File: src/rtl/uart_tx_hex_msg_if.sv
// Purpose: groups the message-request and serial-line signals of uart_tx_hex_msg.
// Latency: none (wiring only).
// Backpressure: none; trig is a level sampled every cycle, and busy tells the requester that trig is being ignored.
// Ports: trig (start request), data_in (value to render), uart_txd (serial line),
//        busy (message in progress), msg_done (one-cycle completion pulse).
interface uart_tx_hex_msg_if #(
    parameter int DATA_W = 16
);
    logic              trig;
    logic [DATA_W-1:0] data_in;
    logic              uart_txd;
    logic              busy;
    logic              msg_done;

    // master: the requester, which drives trig/data_in and watches the line.
    modport master (
        output trig,
        output data_in,
        input  uart_txd,
        input  busy,
        input  msg_done
    );

    // slave: the transmitter itself.
    modport slave (
        input  trig,
        input  data_in,
        output uart_txd,
        output busy,
        output msg_done
    );
endinterface

File: src/rtl/uart_tx_hex_msg.sv
// Purpose: 8N1 UART transmitter that sends PREFIX, data_in as uppercase hex, then SUFFIX.
// Latency: the line drops one cycle after the start event. The message takes 10*BAUD_DIV*NBYTES cycles, then msg_done pulses.
// Backpressure: none; trig while busy is dropped, and with AUTO_EN a message also starts after GAP_CYC idle cycles.
// Ports: clk, rst_n (synchronous, active-low), bus (uart_tx_hex_msg_if.slave:
//        trig, data_in in; uart_txd, busy, msg_done out).
module uart_tx_hex_msg #(
    parameter int                      CLK_FREQ    = 10_000_000,
    parameter int                      BAUD_RATE   = 115200,
    parameter int                      GAP_TIME_MS = 100,
    parameter int                      AUTO_EN     = 1,
    parameter int                      PREFIX_LEN  = 2,
    parameter logic [8*PREFIX_LEN-1:0] PREFIX      = "V=",
    parameter int                      SUFFIX_LEN  = 2,
    parameter logic [8*SUFFIX_LEN-1:0] SUFFIX      = {8'h0D, 8'h0A},
    parameter int                      DATA_W      = 16
) (
    input logic              clk,
    input logic              rst_n,
    uart_tx_hex_msg_if.slave bus
);
    localparam int BAUD_DIV = (CLK_FREQ + BAUD_RATE / 2) / BAUD_RATE;
    localparam int GAP_CYC  = (CLK_FREQ / 1000) * GAP_TIME_MS;
    localparam int HEX_N    = (DATA_W + 3) / 4;
    localparam int HEX_W    = 4 * HEX_N;
    localparam int NBYTES   = PREFIX_LEN + HEX_N + SUFFIX_LEN;

    localparam int BAUD_W = $clog2(BAUD_DIV);
    localparam int GAP_W  = $clog2(GAP_CYC + 1);
    localparam int BYTE_W = $clog2(NBYTES + 1);

    localparam logic [BAUD_W-1:0] BAUD_LAST = BAUD_W'(BAUD_DIV - 1);
    localparam logic [GAP_W-1:0]  GAP_LAST  = GAP_W'(GAP_CYC - 1);
    localparam logic [BYTE_W-1:0] BYTE_LAST = BYTE_W'(NBYTES - 1);
    localparam logic [BYTE_W-1:0] PRE_END   = BYTE_W'(PREFIX_LEN);
    localparam logic [BYTE_W-1:0] HEX_END   = BYTE_W'(PREFIX_LEN + HEX_N);

    if (BAUD_DIV < 2) begin : g_chk_baud
        $error("uart_tx_hex_msg: BAUD_DIV must be at least 2");
    end
    if (GAP_CYC < 1) begin : g_chk_gap
        $error("uart_tx_hex_msg: GAP_CYC must be at least 1");
    end
    if (PREFIX_LEN < 1 || SUFFIX_LEN < 1) begin : g_chk_len
        $error("uart_tx_hex_msg: PREFIX_LEN and SUFFIX_LEN must be at least 1");
    end

    typedef enum logic [1:0] {IDLE, START, DATA, STOP} state_t;

    state_t            state_q, state_d;
    logic [BAUD_W-1:0] baud_q, baud_d;
    logic [2:0]        bit_q, bit_d;
    logic [BYTE_W-1:0] byte_q, byte_d;
    logic [GAP_W-1:0]  gap_q, gap_d;
    logic [HEX_W-1:0]  data_q, data_d;
    logic              txd_q, txd_d;
    logic              busy_q, busy_d;
    logic              done_q, done_d;

    logic       start_evt;
    logic       bit_end;
    logic [7:0] tx_byte;

    function automatic logic [7:0] hex_char(input logic [3:0] n);
        return (n <= 4'd9) ? (8'h30 + {4'h0, n}) : (8'h37 + {4'h0, n});
    endfunction

    assign start_evt = bus.trig || ((AUTO_EN != 0) && (gap_q == GAP_LAST));
    assign bit_end   = (baud_q == BAUD_LAST);

    // Character for the current byte slot. Strings are stored first-character-in-MSB,
    // and hex digits run from the most significant nibble down.
    always_comb begin
        tx_byte = 8'h00;
        if (byte_q < PRE_END) begin
            tx_byte = 8'(PREFIX >> (8 * (PREFIX_LEN - 1 - int'(byte_q))));
        end else if (byte_q < HEX_END) begin
            tx_byte = hex_char(4'(data_q >> (4 * (PREFIX_LEN + HEX_N - 1 - int'(byte_q)))));
        end else begin
            tx_byte = 8'(SUFFIX >> (8 * (NBYTES - 1 - int'(byte_q))));
        end
    end

    // The txd register is loaded with the level for the bit that starts next cycle.
    // This keeps the line glitch-free and makes each bit exactly BAUD_DIV cycles wide.
    always_comb begin
        state_d = state_q;
        baud_d  = bit_end ? '0 : baud_q + BAUD_W'(1);
        bit_d   = bit_q;
        byte_d  = byte_q;
        gap_d   = gap_q;
        data_d  = data_q;
        txd_d   = txd_q;
        busy_d  = busy_q;
        done_d  = 1'b0;
        case (state_q)
            IDLE: begin
                baud_d = '0;
                busy_d = 1'b0;
                txd_d  = 1'b1;
                if (start_evt) begin
                    state_d = START;
                    gap_d   = '0;
                    data_d  = HEX_W'(bus.data_in);
                    byte_d  = '0;
                    bit_d   = '0;
                    txd_d   = 1'b0;
                    busy_d  = 1'b1;
                end else if (gap_q != GAP_LAST) begin
                    gap_d = gap_q + GAP_W'(1);
                end
            end
            START: begin
                if (bit_end) begin
                    state_d = DATA;
                    bit_d   = '0;
                    txd_d   = tx_byte[0];
                end
            end
            DATA: begin
                if (bit_end) begin
                    if (bit_q == 3'd7) begin
                        state_d = STOP;
                        txd_d   = 1'b1;
                    end else begin
                        bit_d = bit_q + 3'd1;
                        txd_d = tx_byte[bit_q + 3'd1];
                    end
                end
            end
            STOP: begin
                if (bit_end) begin
                    if (byte_q == BYTE_LAST) begin
                        state_d = IDLE;
                        busy_d  = 1'b0;
                        done_d  = 1'b1;
                        txd_d   = 1'b1;
                    end else begin
                        state_d = START;
                        byte_d  = byte_q + BYTE_W'(1);
                        txd_d   = 1'b0;
                    end
                end
            end
        endcase
    end

    always_ff @(posedge clk) begin
        if (!rst_n) begin
            state_q <= IDLE;
            baud_q  <= '0;
            bit_q   <= '0;
            byte_q  <= '0;
            gap_q   <= '0;
            data_q  <= '0;
            txd_q   <= 1'b1;
            busy_q  <= 1'b0;
            done_q  <= 1'b0;
        end else begin
            state_q <= state_d;
            baud_q  <= baud_d;
            bit_q   <= bit_d;
            byte_q  <= byte_d;
            gap_q   <= gap_d;
            data_q  <= data_d;
            txd_q   <= txd_d;
            busy_q  <= busy_d;
            done_q  <= done_d;
        end
    end

    assign bus.uart_txd = txd_q;
    assign bus.busy     = busy_q;
    assign bus.msg_done = done_q;
endmodule

File: src/flat_wrapper.sv
// flat-port wrapper written by rule: the top's interface ports become plain ports
module uart_tx_hex_msg_flat 
#(
    parameter int                      CLK_FREQ    = 10_000_000,
    parameter int                      BAUD_RATE   = 115200,
    parameter int                      GAP_TIME_MS = 100,
    parameter int                      AUTO_EN     = 1,
    parameter int                      PREFIX_LEN  = 2,
    parameter logic [8*PREFIX_LEN-1:0] PREFIX      = "  ",
    parameter int                      SUFFIX_LEN  = 2,
    parameter logic [8*SUFFIX_LEN-1:0] SUFFIX      = {8'h0D, 8'h0A},
    parameter int                      DATA_W      = 16
)
  (clk, rst_n, bus_trig, bus_data_in, bus_uart_txd, bus_busy, bus_msg_done);
  uart_tx_hex_msg_if #(.DATA_W(DATA_W)) bus_i ();
  input logic clk;
  input logic rst_n;
  input wire logic [$bits(bus_i.trig)-1:0] bus_trig;
  input wire logic [$bits(bus_i.data_in)-1:0] bus_data_in;
  output wire logic [$bits(bus_i.uart_txd)-1:0] bus_uart_txd;
  output wire logic [$bits(bus_i.busy)-1:0] bus_busy;
  output wire logic [$bits(bus_i.msg_done)-1:0] bus_msg_done;
  assign bus_i.trig = bus_trig;
  assign bus_i.data_in = bus_data_in;
  assign bus_uart_txd = bus_i.uart_txd;
  assign bus_busy = bus_i.busy;
  assign bus_msg_done = bus_i.msg_done;
  uart_tx_hex_msg #(.CLK_FREQ(CLK_FREQ), .BAUD_RATE(BAUD_RATE), .GAP_TIME_MS(GAP_TIME_MS), .AUTO_EN(AUTO_EN), .PREFIX_LEN(PREFIX_LEN), .PREFIX(PREFIX), .SUFFIX_LEN(SUFFIX_LEN), .SUFFIX(SUFFIX), .DATA_W(DATA_W)) u_core (.clk(clk), .rst_n(rst_n), .bus(bus_i));
endmodule
File: config.mk
export PLATFORM = sky130hd
export DESIGN_NAME = uart_tx_hex_msg_flat
export DESIGN_NICKNAME = d
export VERILOG_FILES = /design/src/rtl/uart_tx_hex_msg_if.sv /design/src/rtl/uart_tx_hex_msg.sv /design/src/flat_wrapper.sv
export SDC_FILE = /design/constraint.sdc
export NUM_CORES = 1
export LEC_CHECK = 0
export CAP_MARGIN = 20
export CELL_PAD_IN_SITES_DETAIL_PLACEMENT = 0
export CELL_PAD_IN_SITES_GLOBAL_PLACEMENT = 1
export CORE_ASPECT_RATIO = 0.6
export CORE_UTILIZATION = 29
export CTS_CLUSTER_SIZE = 24
export DETAILED_ROUTE_END_ITERATION = 8
export GPL_TIMING_DRIVEN = 0
export PLACE_DENSITY_LB_ADDON = 0.3
export SLEW_MARGIN = 5
export SYNTH_ARGS = -nofsm -noshare
export SYNTH_HDL_FRONTEND = slang
export SYNTH_SLANG_ARGS = --single-unit
export TNS_END_PERCENT = 30
File: constraint.sdc
create_clock -name clk -period 7.3 [get_ports clk]
set_clock_uncertainty 0.15 [all_clocks]
set_input_delay 0.73 -clock clk [delete_from_list [all_inputs] [get_ports clk]]
set_output_delay 0.73 -clock clk [all_outputs]
set_load 0.03 [all_outputs]
After elaboration in Yosys (flattened, before gate mapping)
Index checks and enable logic that the tools add are counted.
{ "classes": {"magnitude_cmp": 4, "n_addsub": 9, "n_reduce_logical": 14, "muxes": 34, "eq_ne": 16, "bitwise": 1, "n_shift": 3} }
{ "op_table": {"columns": ["cell", "count"], "rows": [
  ["$mux 20", 2],
  ["$shr 12x32->8 const A", 1],
  ["$shr 14x32->8 const A", 1],
  ["$shr 16x32->4", 1],
  ["$mux 8", 3],
  ["$add 20x1->20 const B", 1],
  ["$eq 20x20->1 const B", 1],
  ["$ne 20x20->1 const B", 1],
  ["$add 6x4->7 const A", 2],
  ["$mux 3", 4],
  ["$mux 4", 3],
  ["$ne 2x1->1 const B", 6],
  ["$mux 1", 11],
  ["$mux 2", 5],
  ["$reduce_and 5->1", 2],
  ["$sub 3x4->5 const A", 2],
  ["$pmux 3 s3", 1],
  ["$reduce_and 3->1", 3],
  ["$pmux 2 s4", 1],
  ["$pmux 4 s2", 1],
  ["$add 7x1->7 const B", 1],
  ["$eq 7x7->1 const B", 1],
  ["$sub 1x4->5 const A", 1],
  ["$add 4x1->4 const B", 1],
  ["21 further kinds", 25]
]} }
{ "totals": {"elab_cells": 90, "input_bits": 19, "output_inout_bits": 3, "regBits": 55} }

Logic depth before layout (Yosys ltp)
{ "depth": {"ltp_word": 11, "mapped_depth": 11, "mapped_depth_nobuf": 10} }

Worst setup path after synthesis
No wires, ideal clock.
{ "synth_timing": {"path_kind": "flip-flop to flip-flop", "start": "register u_core.byte_q[1]", "end": "register u_core.txd_q (netlist: u_core.bus.uart_txd)", "required_time_ns": 7.016, "stages_incl_launch_ff": 12, "setup_time_ns": 0.134, "synth_period_minus_slack_ns": 2.857, "arrival_ns": 2.573, "n_path_buf": 1, "setup_slack_ns": 4.443, "cell_sequence": "dfxtp_1 > clkbuf_1 > inv_1 > ha_1 > nor2b_1 > nand3_1 > ha_1 > o21bai_1 > a21oi_1 > mux2_2 > o221ai_1 > a31oi_1"} }
{ "synth_via": {"elab_chain_len": 11, "word_cells_on_any_way": 23, "classes_between": "add/sub: 5; order compare: 3; eq/ne: 1; shift: 3; mux: 11"} }
{ "synth_rtl": {"columns": ["item", "line_no", "rtl"], "rows": [
  ["start, declared", "uart_tx_hex_msg.sv:52", "logic [BYTE_W-1:0] byte_q, byte_d;"],
  ["start signal, assigned", "uart_tx_hex_msg.sv:162", "byte_q <= byte_d;"],
  ["$sub 3x4->5", "uart_tx_hex_msg.sv:77", "tx_byte = hex_char(4'(data_q >> (4 * (PREFIX_LEN + HEX_N - 1 - int'(byte_q)))));"],
  ["$shr 16x32->4", "uart_tx_hex_msg.sv:77", null],
  ["$add 6x4->7 or $le 4x4->1 (tied branches)", "uart_tx_hex_msg.sv:64", "return (n <= 4'd9) ? (8'h30 + {4'h0, n}) : (8'h37 + {4'h0, n});"],
  ["$mux 8", "uart_tx_hex_msg.sv:64", null],
  ["$mux 8", "uart_tx_hex_msg.sv:76", "end else if (byte_q < HEX_END) begin"],
  ["$mux 8", "uart_tx_hex_msg.sv:74", "if (byte_q < PRE_END) begin"],
  ["$bmux 1 s3", "uart_tx_hex_msg.sv:126", "txd_d = tx_byte[bit_q + 3'd1];"],
  ["$mux 1 (not written as such)", "uart_tx_hex_msg.sv:126", null],
  ["$mux 1", "uart_tx_hex_msg.sv:121", "if (bit_q == 3'd7) begin"],
  ["$mux 1", "uart_tx_hex_msg.sv:120", "if (bit_end) begin"],
  ["$pmux 1 s4 *", "uart_tx_hex_msg.sv:95", "case (state_q)"],
  ["end signal, assigned", "uart_tx_hex_msg.sv:165", "txd_q <= txd_d;"],
  ["end, declared", "uart_tx_hex_msg.sv:55", "logic txd_q, txd_d;"]
]} }
Every way passes the cells marked *; elsewhere a longest branch is shown, timed or not. The select of a mux whose other input is x is not followed.
A chain may end at the register's enable or synchronous reset.

Final worst setup path
Same ends and word-level chain as after synthesis.

==> summary.txt <==
Clock tree
  – # resized after CTS: 0
  – Clock tree root buffer cell: clkbuf_16
  – H-tree levels: 2
  – Sink Count: 55
  – Clk slew on worst S/H paths: 0.07 ns
  – Hold buffer count at CTS: 0
  – Total setup buffers inserted after CTS: 0
  – CTS tree: built
  – CTS buffer count: 5
  – Max Root-Sink Buffers: 2
  – Worst-skew pair later-pin latency: 0.29 ns

STA
  – Final Setup Violations: 0
  – PnR worst setup slack: 3.902 ns
  – Final Hold Violating Endpoints: 0
  – Worst slew margin: 0.6500
  – Max Freq: 0.2942 GHz
  – Worst-Margin Slew: 0.5250 ns
  – RSZ-0062 raised after global routing: false
  – Fin. max-slew vios: 0
  – Tcrit/Tclk final: 0.4655
  – Fin Setup TNS: 0 ns
  – Post-route minimum period: 3.398 ns

Power
  – Max rail drop VDD: 0.1409 mV
  – Pwr dens: 259.3 mW/mm^2
  – Leakage power: 0.001269 uW

Global routing
  – Congestion Overflow GR: 0
  – Largest net degree at the start of global routing: 17
  – Number of global-route vias before repair: 2233
  – Initial antenna violation count: 0
  – All-Layer GR Usage: 0.1360
  – Global-route wire length before repair: 11110 um

Detailed routing
  – Post-DRT Antenna Nets: 0
  – Routed wire length: 6577 um
  – Pre-Repair DR Iteration Count: 4
  – Vias per cell: 4.775
  – # DRC: 0
  – Drt wl/cell: 13.67 um
  – Initial DRC count: 155
  – Vias: 2297

Floorplanning
  – Row Count: 27
  – Die Width: 131.6 um
  – I/O pin count: 22
  – Die footprint: 0.01050 sq mm
  – Total core area: 0.009459 sq mm
  – Die height: 79.77 um
  – Initial Utilization: 0.3090

Critical path
  – Slowest stage cell, crit path: dfxtp_1
  – Crit path required time: 7.31 ns
  – Most frequent cell on the critical path: ha_1
  – Critical path arrival: 3.41 ns
  – Critical path cell sequence: clkbuf_1 -> inv_1 -> ha_1 -> nor2b_1 -> nand3_1 -> ha_1 -> o21bai_1 -> a21oi_1 -> mux2_2 -> o221ai_1 -> a31oi_1
  – CP startpoint kind: register
  – Top Family by Delay on Critical Path: compound AO/OA/AOI/OAI gates
  – Crit end category: register
  – CP bufs+invs: 2
  – CP max stage delay: 0.46 ns
  – CP Max Fanout: 10
  – Setup Crit Path Kind: reg -> reg

Layout
  – Filler instances: 993
  – Area growth syn-to-layout: 17.59%
  – Core Util, Final: 0.3634
  – Inserted Diodes: 0
  – Count of nets after finishing: 383
  – Layout cells sized above 1: 0.07123
  – Final Cell Area: 0.003437 sq mm

Logic synthesis
  – Sequential element share of the synthesized area: 0.3767
  – Gate count after technology mapping: 322
  – Synth cell types: 49
  – Synthesized area: 0.002923 sq mm
  – Post-synth top area cell: dfxtp_1
  – Post-Syn Nets: 355
  – Commonest cells post-synth: 55 x dfxtp_1, 38 x nor2_1, 23 x nor2b_1
  – Most numerous cell in the Yosys netlist: dfxtp_1
  – Synth top area share: 0.3767
  – Yosys warns: 0
  – Async SR Flop Fraction: 0
  – Yosys reg bits: 55
  – Synth area leaders: dfxtp_1 38%, mux2i_1 7.2%, ha_1 6.0%
  – Synth Flop Type: dfxtp_1
  – Mean Syn Cell Area: 9.077 sq um
  – Number of flops mapped to enable cells by yosys: 0

Placement
  – Pre-CTS setup slack: 3.970 ns
  – Port Buffer Count: 21
  – Placed cell area: 0.003296 sq mm
  – GP Congestion: 0.7389
  – Placed wire-length estimate: 4982 um

Run
  – Max capacitance violation total: 0

Status
  – Status: finished, final reports clean

Worst hold path
  – Hold Path Class: reg -> reg
final cells by class:
cell class	count	area [sq um]	area share
Multi-Input combinational cell	244	1730	0.5035
Sequential cell	55	1101	0.3204
Timing Repair Buffer	21	210.2	0.06116
Tap cell	130	162.7	0.04732
Clock buffer	6	128.9	0.03750
Buffer	14	57.56	0.01675
Inverter	9	33.78	0.009829
Clock inverter	2	12.51	0.003640
through the flow:
| stage | hold slack (ns) | std cells | power (uW) |
|---|---|---|---|
| 4_1_cts | 0.3147 | 481 | 898.0 |
| 6_report | 0.3112 | 481 | 891.2 |
| 3_5_place_dp | 0.2972 | 473 | 657.7 |
| 5_1_grt | 0.3442 | 481 | 941.3 |
| 2_1_floorplan | 0.2756 | 322 | 578.9 |
| 3_3_place_gp | 0.2924 | 473 | 658.3 |
power by group:
| part | switching (uW) | total (uW) | leakage (uW) | internal [uW] |
|---|---|---|---|---|
| clock network | 112 | 239 | 0.0000669 | 127 |
| logic | 165 | 297 | 0.000755 | 131 |
| registers | 24.4 | 355 | 0.000447 | 331 |
| total | 302 | 891 | 0.00127 | 590 |
placed cells by master, fill, tap and decap left out, types with 2 or more instances in the layout:
cell             netlist  routed
and3_1                 5       5
nor2b_1               23      23
nor4b_1                2       2
xnor2_1                9       9
o21ai_0                6       6
mux4_2                 4       4
ha_1                  14      14
nor2_1                38      38
clkbuf_1              10      11
clkbuf_16              0       5
dfxtp_1               55      55
nor3b_1                4       4
and2_1                 5       5
a31oi_1                2       2
a221o_1                2       2
nor3_1                 5       5
o211ai_1               3       3
or2_2                  4       4
inv_1                  9       9
buf_2                  4       4
nand2b_1               4       4
xor2_1                13      13
clkdlybuf4s50_1        0      21
nand2_1               20      20
or3_1                  3       3
a21oi_1                9       9
a21boi_0               5       5
mux2i_1               21      21
nand3_1               14      14
o21a_1                 2       2
nand4_1                7       7
worst register-to-register path: stages, from the launching register on:
cell and delay, ns:
dfxtp_1 0.46, clkbuf_1 0.41, inv_1 0.09, ha_1 0.31, nor2b_1 0.26, nand3_1 0.17, ha_1 0.24, o21bai_1 0.16
a21oi_1 0.35, mux2_2 0.39, o221ai_1 0.18, a31oi_1 0.11
logic make-up after synthesis:
| family | count (synthesis) | synth area share |
|---|---|---|
| xor+xnor | 22 | 0.06593 |
| buf+inv | 23 | 0.03125 |
| mux | 26 | 0.1066 |
| fa+ha+maj | 14 | 0.05993 |
| flops | 55 | 0.3767 |
| compound gates | 42 | 0.1070 |
| simple gates | 140 | 0.2526 |
sequential cells by signal, summed over array words and instances, names as in the netlist:
signal               cells
u_core.baud_q            7
u_core.byte_q            4
u_core.gap_q            20
u_core.data_q           16
u_core.bus.msg_done      1
u_core.bus.busy          1
u_core.state_q           2
u_core.bit_q             3
u_core.bus.uart_txd      1
worst paths after layout:
kind / from / endpoint / slack [ns] / depth (start not counted)
worst max-delay path: u_core.byte_q[1]$_SDFFE_PN0P_ / u_core.bus.uart_txd$_SDFFE_PN1P_ / 3.90 / 11
worst min-delay path: u_core.baud_q[0]$_SDFF_PP0_ / u_core.baud_q[0]$_SDFF_PP0_ / 0.31 / 1
worst max register to register: u_core.byte_q[1]$_SDFFE_PN0P_ / u_core.bus.uart_txd$_SDFFE_PN1P_ / 3.90 / 11
worst min register to register: u_core.baud_q[0]$_SDFF_PP0_ / u_core.baud_q[0]$_SDFF_PP0_ / 0.31 / 1
per-layer routing:
metal / part of all wire / wire length [um] / GRT usage
met1: 0.58 / 3816 / 0.2078
met2: 0.36 / 2347 / 0.1810
met3: 0.049 / 323 / 0.03238
met4: 0.014 / 91 / 0.04186
met5: 0 / 0 / 0
Power figures use the tool's default switching activity.
